==> src/rtl/game_pkg.sv <==
// Shared key indices, default frame/debounce constants and counter widths
// used by the input sampling path.
package game_pkg;

   localparam int KEY_IDX_LEFT   = 0;
   localparam int KEY_IDX_RIGHT  = 1;
   localparam int KEY_IDX_ATTACK = 2;
   localparam int NUM_KEYS       = 3;

   localparam int unsigned FRAME_DIV_DEFAULT    = 833333;
   localparam int unsigned DEBOUNCE_CYC_DEFAULT = 500000;

   localparam int FRAME_CNT_W = 24;
   localparam int DEB_CNT_W   = 20;

   typedef logic [NUM_KEYS-1:0] key_vec_t;

endpackage

==> src/rtl/key_debouncer.sv <==
// Two-flop synchronizer for one active-low button, followed by a stable-count
// debouncer producing an active-high debounced level.
module key_debouncer
   import game_pkg::*;
#(
   parameter int unsigned DEBOUNCE_CYC = DEBOUNCE_CYC_DEFAULT
) (
   input  logic clk,
   input  logic rst,
   input  logic key_raw_n,
   output logic level
);

   localparam logic [DEB_CNT_W-1:0] DEB_LAST = DEB_CNT_W'(DEBOUNCE_CYC - 1);

   logic                 sync1_reg;
   logic                 sync2_reg;
   logic                 level_reg;
   logic [DEB_CNT_W-1:0] cnt_reg;
   logic                 pressed;

   assign pressed = ~sync2_reg;
   assign level   = level_reg;

   // Released state is 1 on the active-low synchronizer chain.
   always_ff @(posedge clk or posedge rst) begin
      if (rst) begin
         sync1_reg <= 1'b1;
         sync2_reg <= 1'b1;
         level_reg <= 1'b0;
         cnt_reg   <= '0;
      end else begin
         sync1_reg <= key_raw_n;
         sync2_reg <= sync1_reg;
         if (pressed == level_reg) begin
            cnt_reg <= '0;
         end else if (cnt_reg == DEB_LAST) begin
            level_reg <= pressed;
            cnt_reg   <= '0;
         end else begin
            cnt_reg <= cnt_reg + 1'b1;
         end
      end
   end

endmodule

==> src/rtl/input_frame_sampler.sv <==
// Debounces three buttons and latches them once per game frame as key commands.
// Define INPUT_ATTACK_EDGE_EN to make KEY_ATTACK a one-frame press edge.
module input_frame_sampler
   import game_pkg::*;
#(
   parameter int unsigned FRAME_DIV    = FRAME_DIV_DEFAULT,
   parameter int unsigned DEBOUNCE_CYC = DEBOUNCE_CYC_DEFAULT
) (
   input  logic       CLOCK,
   input  logic       RESET,
   input  logic [2:0] KEY_RAW_N,
   output logic       FRAME_TICK,
   output logic       FRAME_CLK,
   output logic       KEY_LEFT,
   output logic       KEY_RIGHT,
   output logic       KEY_ATTACK
);

   localparam logic [FRAME_CNT_W-1:0] FRAME_LAST = FRAME_CNT_W'(FRAME_DIV - 1);
   localparam logic [FRAME_CNT_W-1:0] HALF_PRE   = FRAME_CNT_W'(FRAME_DIV / 2 - 1);

   key_vec_t               level;
   key_vec_t               sticky_reg;
   key_vec_t               sticky_next;
   key_vec_t               sample;
   logic [FRAME_CNT_W-1:0] frame_cnt_reg;
   logic                   frame_clk_reg;
   logic                   frame_tick;
   logic                   key_left_reg;
   logic                   key_right_reg;
   logic                   key_attack_reg;
   logic                   key_attack_next;

   genvar gi;
   generate
      for (gi = 0; gi < NUM_KEYS; gi++) begin : g_key
         key_debouncer #(
            .DEBOUNCE_CYC (DEBOUNCE_CYC)
         ) u_key_debouncer (
            .clk       (CLOCK),
            .rst       (RESET),
            .key_raw_n (KEY_RAW_N[gi]),
            .level     (level[gi])
         );
      end
   endgenerate

   assign frame_tick = (frame_cnt_reg == FRAME_LAST);

   always_ff @(posedge CLOCK or posedge RESET) begin
      if (RESET) begin
         frame_cnt_reg <= '0;
         frame_clk_reg <= 1'b0;
      end else begin
         if (frame_tick) begin
            frame_cnt_reg <= '0;
            frame_clk_reg <= 1'b0;
         end else begin
            frame_cnt_reg <= frame_cnt_reg + 1'b1;
            if (frame_cnt_reg == HALF_PRE) begin
               frame_clk_reg <= 1'b1;
            end
         end
      end
   end

   // Sticky catches presses shorter than a frame; reloading with the current
   // level at the tick keeps a held key alive into the next frame.
   always_comb begin
      sample      = sticky_reg | level;
      sticky_next = frame_tick ? level : (sticky_reg | level);
   end

`ifdef INPUT_ATTACK_EDGE_EN
   logic attack_prev_reg;

   always_ff @(posedge CLOCK or posedge RESET) begin
      if (RESET) begin
         attack_prev_reg <= 1'b0;
      end else if (frame_tick) begin
         attack_prev_reg <= sample[KEY_IDX_ATTACK];
      end
   end

   assign key_attack_next = sample[KEY_IDX_ATTACK] & ~attack_prev_reg;
`else
   assign key_attack_next = sample[KEY_IDX_ATTACK];
`endif

   always_ff @(posedge CLOCK or posedge RESET) begin
      if (RESET) begin
         sticky_reg     <= '0;
         key_left_reg   <= 1'b0;
         key_right_reg  <= 1'b0;
         key_attack_reg <= 1'b0;
      end else begin
         sticky_reg <= sticky_next;
         if (frame_tick) begin
            // Opposing directions cancel each other out.
            key_left_reg   <= sample[KEY_IDX_LEFT] & ~sample[KEY_IDX_RIGHT];
            key_right_reg  <= sample[KEY_IDX_RIGHT] & ~sample[KEY_IDX_LEFT];
            key_attack_reg <= key_attack_next;
         end
      end
   end

   assign FRAME_TICK = frame_tick;
   assign FRAME_CLK  = frame_clk_reg;
   assign KEY_LEFT   = key_left_reg;
   assign KEY_RIGHT  = key_right_reg;
   assign KEY_ATTACK = key_attack_reg;

endmodule

==> config.mk <==
export PLATFORM = sky130hd
export DESIGN_NAME = input_frame_sampler
export DESIGN_NICKNAME = d
export VERILOG_FILES = /design/src/rtl/game_pkg.sv /design/src/rtl/key_debouncer.sv /design/src/rtl/input_frame_sampler.sv
export SDC_FILE = /design/constraint.sdc
export NUM_CORES = 1
export LEC_CHECK = 0
export CORE_MARGIN = 4
export CORE_UTILIZATION = 56
export CTS_BUF_LIST = sky130_fd_sc_hd__clkbuf_4 sky130_fd_sc_hd__clkbuf_8
export CTS_CLUSTER_DIAMETER = 80
export CTS_CLUSTER_SIZE = 8
export DETAILED_ROUTE_END_ITERATION = 12
export GPL_TIMING_DRIVEN = 1
export PLACE_DENSITY = 0.75
export REMOVE_ABC_BUFFERS = 1
export SLEW_MARGIN = 20
export SYNTH_ARGS = -nofsm -noshare
export SYNTH_HDL_FRONTEND = slang
export SYNTH_HIERARCHICAL = 1
export SYNTH_SLANG_ARGS = --single-unit
==> constraint.sdc <==
create_clock -name CLOCK -period 4.5 [get_ports CLOCK]
set_clock_uncertainty 0.2 [all_clocks]
set_input_delay 0.9 -clock CLOCK [delete_from_list [all_inputs] [get_ports CLOCK]]
set_output_delay 0.9 -clock CLOCK [all_outputs]
set_load 0.1 [all_outputs]
Yosys cells after proc, flatten, opt, wreduce, memory -nomap -nowiden

Index checks and enable logic that the tools add are counted.

Add/subtract/negate cells: 4
Equal/unequal tests: 8
Muxes and demuxes: 10
Bitwise operators: 11
Reductions and logical operators: 4

Operators with widths:

| kind                    | number |
|---|---|
| $mux W20                | 6 |
| $add A20 B1 Y20 const B | 3 |
| $eq A20 B19 Y1 const B  | 3 |
| $add A24 B1 Y24 const B | 1 |
| $eq A24 B19 Y1 const B  | 1 |
| $eq A24 B20 Y1 const B  | 1 |
| $mux W24                | 1 |
| $not A1 Y1              | 8 |
| $reduce_and A2 Y1       | 3 |
| $eq A1 B1 Y1            | 3 |
| $mux W3                 | 1 |
| $or A3 B3 Y3            | 1 |
| $and A1 B1 Y1           | 2 |
| $mux W1                 | 2 |
| $reduce_bool A2 Y1      | 1 |

Register bits: 100
Input port bits: 5
Output and inout bits: 5
Logic and storage cells: 55

Longest topological paths before layout

Gate-level depths: netlist (run 1).

Depth after elaboration: 4
Depth in mapped cells: 6
Depth with buffers taken out: 6

Cells and area by module

Netlist (run 1), hierarchy kept.

Modules (own cells, without submodules):

| module              | instances | cells an instance | area each (µm²) | sequential area each (µm²) |
|---|---|---|---|---|
| key_debouncer       | 3         | 112               | 1147.4          | 578.1 |
| input_frame_sampler | 1         | 154               | 1557.7          | 775.7 |

Least setup slack after synthesis (run 1)

Ideal clock, no wire load.

Path type: reg-to-output
Start: register frame_cnt_reg[19]
End: output port FRAME_TICK
Arrival time: 1.799 ns
Data required time: 3.400 ns
Path slack: 1.601 ns
Cell stages (with the launch flop): 6
Cell sequence: dfrtp_1 > clkbuf_1 > nor4bb_1 > nand4_1 > nor4_4 > buf_2

Word-level cells in the longest chain between the ends: 1

RTL lines:

| element                | RTL line                  | source |
|---|---|---|
| start, declared        | input_frame_sampler.sv:26 | `logic [FRAME_CNT_W-1:0] frame_cnt_reg;` |
| start signal, assigned | input_frame_sampler.sv:59 | `frame_cnt_reg <= frame_cnt_reg + 1'b1;` |
| $eq A24 B20 Y1         | input_frame_sampler.sv:48 | `assign frame_tick = (frame_cnt_reg == FRAME_LAST);` |
| end, declared          | input_frame_sampler.sv:12 | `output logic FRAME_TICK,` |

Every way passes these cells.

Worst setup path after layout (run 1)

Same ends and word-level chain as after synthesis.

==> results.py, run 1 <==
metrics = {
    "run_status": {
        "status": "completed",
    },
    "layout": {
        "multi_input_area_um2": 2330,
        "fin_area_um2": 5400,
        "syn_to_final_growth_pct": 8.06,
        "largest_reg_flops": 60,
        "fin_cells": 614,
        "area.sequential_um2": 2510,
        "drive_gt1_share_pct": 8.70,
        "final.fill_count": 701,
        "antenna_cells": 0,
        "finalNetCount": 512,
    },
    "place": {
        "post-place-cells": 598,
        "gp_congestion": 0.977,
        "io_buffers": 9,
        "post_dp_cell_area_um2": 5170,
        "dp_hpwl_um": 6320,
        "pre_cts_slack_ns": 1.78,
    },
    "sta": {
        "fin_crit_sh_pct": 69.7,
        "fin_ws_ns": 1.37,
        "min_period_ns": 3.13,
        "maxSlewViolCount": 0,
        "rsz0062_at_grt": "no",
        "tightest_slew_ns": 0.962,
        "slew-limit-headroom_pct": 35.7,
        "setup_violations": 0,
        "hold_viol": 0,
        "finalSetupTns_ns": 0,
        "holdWs_ns": 0.161,
        "fmax_mhz": 319,
    },
    "global_routing": {
        "grt_pass1_vias": 3410,
        "antenna_found_initial": 0,
        "overflow": 0,
        "grt_first_pass_wirelength_um": 15800,
        "gr-usage-all-layers_pct": 18.9,
        "grt_max_degree": 32,
    },
    "clocking": {
        "cts-root-buf": "clkbuf_8",
        "cts_buffers": 9,
        "htreeDepth": 3,
        "holdBufCountCts": 0,
        "clk_pin_slew_worst_paths_ns": 0.09,
        "ctsResizeCount": 0,
        "clock_path_buffers": 2,
        "post_cts_buffers": 0,
        "cts_tree": "done",
        "cts.sinks": 100,
        "clk_latency_ns": 0.37,
    },
    "synth": {
        "synthAdderAreaFrac_pct": 1.50,
        "synth_ff_type": "dfrtp_1",
        "synth_top_family_by_area": "simple AND/OR/NAND/NOR gates",
        "synth_area_leaders": "dfrtp_1 (47%), xnor2_1 (10%), nor2_1 (6.9%), dfstp_2 (3.2%), nand3_1 (3.1%)",
        "synth_compound_area_share_pct": 3.78,
        "synth_mux_area_share_pct": 1.83,
        "synth_xor_area_share_pct": 12.3,
        "synth-seq-cells": 100,
        "synth_edf_count": 0,
        "netlist_area_um2": 5000,
        "synthArstFlopShare_pct": 100,
        "synth_cell_types": 38,
        "yosysTopAreaCell": "dfrtp_1",
        "syn_area_per_cell_um2": 10.2,
        "ys_warn_count": 6,
        "synthSimpleGateAreaFrac_pct": 27.3,
        "seq_area_frac_synth_pct": 50.2,
        "synth_cells": 490,
        "yosysTopAreaCellShare_pct": 47.0,
    },
    "critical_path": {
        "crit_type": "flip-flop to primary output",
        "endpoint_kind": "primary output",
        "worst-path-max-fanout": 9,
        "required_ns": 3.40,
        "arrival_ns": 2.03,
        "reg2reg_setup_slack_ns": 2.18,
        "reg2reg_depth": 5,
        "r2r_end": "frame_cnt_reg[18]$_DFF_PP0_",
        "start_kind": "flip-flop",
        "worstReg2RegStart": "frame_cnt_reg[0]$_DFF_PP0_",
    },
    "routing": {
        "vias_per_cell": 5.74,
        "drtIter0Drc": 160,
        "vias": 3526,
        "drc": 0,
        "dr.pass1.iters": 4,
        "wire_per_inst_um": 14.9,
        "routed_wl_um": 9130,
        "ant_nets": 0,
    },
    "worst_hold_path": {
        "min_from": "g_key[0].u_key_debouncer/sync1_reg$_DFF_PP1_",
        "hold_class": "flip-flop to flip-flop",
        "min_path_cells": 0,
        "holdPathEnd": "g_key[0].u_key_debouncer/sync2_reg$_DFF_PP1_",
    },
    "floorplanning": {
        "die_w_um": 102,
        "die-area_um2": 10500,
        "placementRows": 34,
        "die_y_um": 102,
        "core-area_um2": 8720,
        "start_util_pct": 57.3,
        "io_pins": 10,
    },
    "pwr": {
        "p_per_area_nw_per_um2": 299,
        "leakage_nw": 2.17,
        "ir_drop_mv": 0.165,
    },
    "job": {
        "drv_cap": 0,
    },
}
-- synth_stat cells, types with 2 or more instances --
cell type / number
and3_1: 7
buf_6: 3
xnor2_1: 59
or4_1: 5
nand2_1: 18
nand4_1: 23
nand4_2: 3
o21ai_4: 3
dfrtp_1: 94
and4_1: 5
nor4_4: 4
or4bb_1: 3
o31ai_1: 3
xor2_1: 11
nor4_1: 19
buf_2: 2
o21ai_0: 8
ha_1: 6
or3_4: 3
o21bai_1: 3
dfstp_2: 6
inv_1: 25
nor3_1: 17
nor2_1: 92
nor4bb_1: 3
nor4_2: 5
nand3_1: 31
a21oi_1: 8
mux2i_1: 8
clkbuf_1: 5
-- power breakdown --
part | internal (mW) | leakage [nW] | switching (mW) | total [mW]
logic | 0.0123 | 0.701 | 0.0326 | 0.0449
clock network | 0.344 | 0.112 | 0.308 | 0.653
registers | 0.909 | 1.35 | 0.00900 | 0.918
-- kinds of logic (layout without fill, tap and decap cells) --
logic type | after synthesis | in the layout
buf+inv | 35 | 51
fa+ha+maj | 6 | 6
simple gates | 243 | 243
mux | 9 | 9
flops | 100 | 100
compound gates | 27 | 27
xor+xnor | 70 | 70
-- metrics by stage --
stage	power, mW	utilization (%)
after floorplan	0.967	-
after global placement	0.980	59.3
after detailed placement	0.983	59.3
after CTS	1.64	62.0
after global routing	1.68	62.0
final	1.62	62.0
-- routing by layer --
layer / wire length (um) / GRT usage (%) / vias to the layer above / share of wire [%]
met4: 117 / 7.16 / 0 / 1.3
li1: - / - / 1730 / -
met3: 248 / 3.79 / 11 / 2.7
met2: 4350 / 29.0 / 63 / 48
met5: 0 / 0 / - / 0
met1: 4420 / 26.5 / 1722 / 48
-- layout make-up --
type | instances | area share [%]
multi-input combinational | 355 | 43.2
clock buffer | 11 | 2.80
tap | 108 | 2.50
sequential | 100 | 46.5
timing repair buffer | 10 | 1.76
inverter | 25 | 1.74
clock inverter | 5 | 1.55
-- cell usage in the layout, fill, tap and decap left out, types with 4 or more instances in the layout --
| cell type | count |
|---|---|
| a21oi_1 | 8 |
| and3_1 | 7 |
| and4_1 | 5 |
| clkbuf_8 | 11 |
| clkdlybuf4s50_1 | 8 |
| dfrtp_1 | 94 |
| dfstp_2 | 6 |
| ha_1 | 6 |
| inv_1 | 24 |
| mux2i_1 | 8 |
| nand2_1 | 18 |
| nand3_1 | 31 |
| nand4_1 | 23 |
| nor2_1 | 92 |
| nor3_1 | 17 |
| nor4_1 | 19 |
| nor4_2 | 5 |
| nor4_4 | 4 |
| o21ai_0 | 8 |
| or4_1 | 5 |
| xnor2_1 | 59 |
| xor2_1 | 11 |
-- worst max-delay path, cell delays in order (launching register included) --
cell	delay, ns
dfrtp_1	0.48
nor4bb_1	0.41
nand4_1	0.21
nor4_4	0.22
buf_4	0.34
-- worst max path at each step --
stage                                      startpoint          to  slack (ns)
after floorplan           frame_cnt_reg[20]$_DFF_PP0_  FRAME_TICK        1.16
after global placement    frame_cnt_reg[21]$_DFF_PP0_  FRAME_TICK        1.86
after detailed placement  frame_cnt_reg[21]$_DFF_PP0_  FRAME_TICK        1.78
after CTS                 frame_cnt_reg[19]$_DFF_PP0_  FRAME_TICK        1.35
after global routing      frame_cnt_reg[19]$_DFF_PP0_  FRAME_TICK        1.27
final                     frame_cnt_reg[19]$_DFF_PP0_  FRAME_TICK        1.37
No activity file was read; power rests on OpenSTA's default activity.
==> run 2: changes to the inputs <==
clock period = 3.2 ns   (was 4.5 ns; I/O delays follow)
==> results.py, run 2 (same netlist as run 1, synthesis figures left out) <==
metrics = {
    "critical_path": {
        "required_ns": 2.36,
        "r2r_end": "g_key[0].u_key_debouncer/cnt_reg[13]$_DFF_PP0_",
        "worstReg2RegStart": "g_key[0].u_key_debouncer/cnt_reg[10]$_DFF_PP0_",
        "start_kind": "flip-flop",
        "critPathBufInv": 1,
        "endpoint_kind": "primary output",
        "path_delay_family": "simple AND/OR/NAND/NOR gates",
        "arrival_ns": 1.84,
        "reg2reg_setup_slack_ns": 0.94,
        "crit_type": "flip-flop to primary output",
        "cp_cell_sequence": "nor4_1 -> nand2_1 -> nor4_4 -> buf_12",
        "worst-path-max-fanout": 4,
        "cp_slowest_cell": "dfrtp_1",
        "reg2reg_depth": 4,
        "slowest_delay_ns": 0.43,
    },
    "place": {
        "dp_hpwl_um": 6360,
        "pre_cts_slack_ns": 0.909,
        "io_buffers": 9,
        "gp_congestion": 0.893,
    },
    "floorplanning": {
        "die-area_um2": 10500,
        "core-area_um2": 8720,
        "die_w_um": 102,
        "die_y_um": 102,
        "io_pins": 10,
        "start_util_pct": 57.3,
        "placementRows": 34,
    },
    "layout": {
        "layout_commonest_cell": "dfrtp_1",
        "syn_to_final_growth_pct": 7.66,
        "antenna_cells": 0,
        "finalNetCount": 514,
        "largest_reg_flops": 60,
        "layout_common_cells": "dfrtp_1 (94), nor2_1 (92), xnor2_1 (59)",
        "drive_gt1_share_pct": 9.65,
    },
    "sta": {
        "fin_crit_sh_pct": 83.6,
        "finalSetupTns_ns": 0,
        "setup_violations": 0,
        "maxSlewViolCount": 0,
        "rsz0062_at_grt": "no",
        "hold_viol": 0,
        "fmax_mhz": 374,
        "tightest_slew_ns": 0.874,
        "slew-limit-headroom_pct": 41.7,
        "min_period_ns": 2.68,
        "fin_ws_ns": 0.523,
    },
    "pwr": {
        "leakage_nw": 2.18,
        "ir_drop_mv": 0.221,
        "p_per_area_nw_per_um2": 397,
    },
    "clocking": {
        "clk_latency_ns": 0.36,
        "htreeDepth": 3,
        "cts_tree": "done",
        "ctsResizeCount": 0,
        "cts-root-buf": "clkbuf_8",
        "post_cts_buffers": 0,
        "clk_pin_slew_worst_paths_ns": 0.09,
        "cts.sinks": 100,
        "holdBufCountCts": 0,
        "cts_buffers": 9,
        "clock_path_buffers": 2,
    },
    "routing": {
        "wire_per_inst_um": 14.9,
        "routed_wl_um": 9190,
        "ant_nets": 0,
        "dr.pass1.iters": 4,
        "drc": 0,
        "drtIter0Drc": 126,
        "vias": 3569,
        "vias_per_cell": 5.79,
    },
    "worst_hold_path": {
        "holdPathEnd": "g_key[0].u_key_debouncer/sync2_reg$_DFF_PP1_",
        "min_path_cells": 0,
        "min_from": "g_key[0].u_key_debouncer/sync1_reg$_DFF_PP1_",
        "hold_class": "flip-flop to flip-flop",
    },
    "global_routing": {
        "grt_max_degree": 32,
        "grt_pass1_vias": 3519,
        "gr-usage-all-layers_pct": 18.9,
        "grt_first_pass_wirelength_um": 16000,
        "antenna_found_initial": 0,
        "overflow": 0,
    },
    "job": {
        "drv_cap": 0,
    },
    "run_status": {
        "status": "completed",
    },
}
==> run 2: changes by cell type in the layout (fill, tap and decap cells not counted), moves of 2 or more <==
cell,before,now
buf_4,2,7
bufinv_16,2,0
clkinvlp_4,2,0
clkdlybuf4s50_1,8,4
clkbuf_4,0,2
==> run 2: layout make-up <==
| class | count | area [um^2] |
|---|---|---|
| fillers | 714 | 3340 |
| flip-flops and latches | 100 | 2510 |
| multi-input cells | 355 | 2330 |
| clock buffers | 14 | 180 |
| well taps | 108 | 135 |
| repair buffers | 12 | 113 |
| inverters | 25 | 93.8 |
| clock inverters | 2 | 17.5 |
==> run 2: worst register-to-register path, stage by stage (launching register included) <==
cell	delay (ns)
dfrtp_1	0.45
or4_1	0.55
or3_4	0.43
o21ai_4	0.38
nor2_1	0.11
==> run 2: metrics by stage <==
stage	std cells	total power, mW	cell area (um^2)	hold slack [ns]	util [%]
global placement	600	1.38	5180	0.146	59.5
floorplan	480	1.36	4940	0.145	-
detailed placement	600	1.38	5180	0.148	59.5
CTS	616	2.17	5380	0.158	61.7
global route	616	2.23	5380	0.165	61.7
finish	616	2.14	5380	0.158	61.7
==> run 2: worst max path at each step <==
| stage | start | endpoint | slack, ns | depth (start not counted) |
|---|---|---|---|---|
| after floorplan | frame_cnt_reg[20]$_DFF_PP0_ | FRAME_TICK | 0.12 | 3 |
| after global placement | frame_cnt_reg[21]$_DFF_PP0_ | FRAME_TICK | 0.94 | 4 |
| after detailed placement | frame_cnt_reg[20]$_DFF_PP0_ | FRAME_TICK | 0.91 | 4 |
| after CTS | frame_cnt_reg[20]$_DFF_PP0_ | FRAME_TICK | 0.51 | 4 |
| after global routing | frame_cnt_reg[19]$_DFF_PP0_ | FRAME_TICK | 0.35 | 4 |
| final | frame_cnt_reg[20]$_DFF_PP0_ | FRAME_TICK | 0.52 | 4 |
==> run 2: metal layers <==
layer	global-route usage, %	share of wire, %	wire [um]	vias up
met1	25.5	47	4310	1757
met2	30.4	48	4430	71
met5	0	0	0	-
li1	-	-	-	1732
met3	3.99	3.7	337	9
met4	6.86	1.2	109	0
==> run 2: power breakdown <==
| part | switching (mW) | internal (mW) |
|---|---|---|
| sequential | 0.0128 | 1.28 |
| combinational | 0.0462 | 0.0180 |
| clock | 0.415 | 0.368 |
| total | 0.474 | 1.66 |
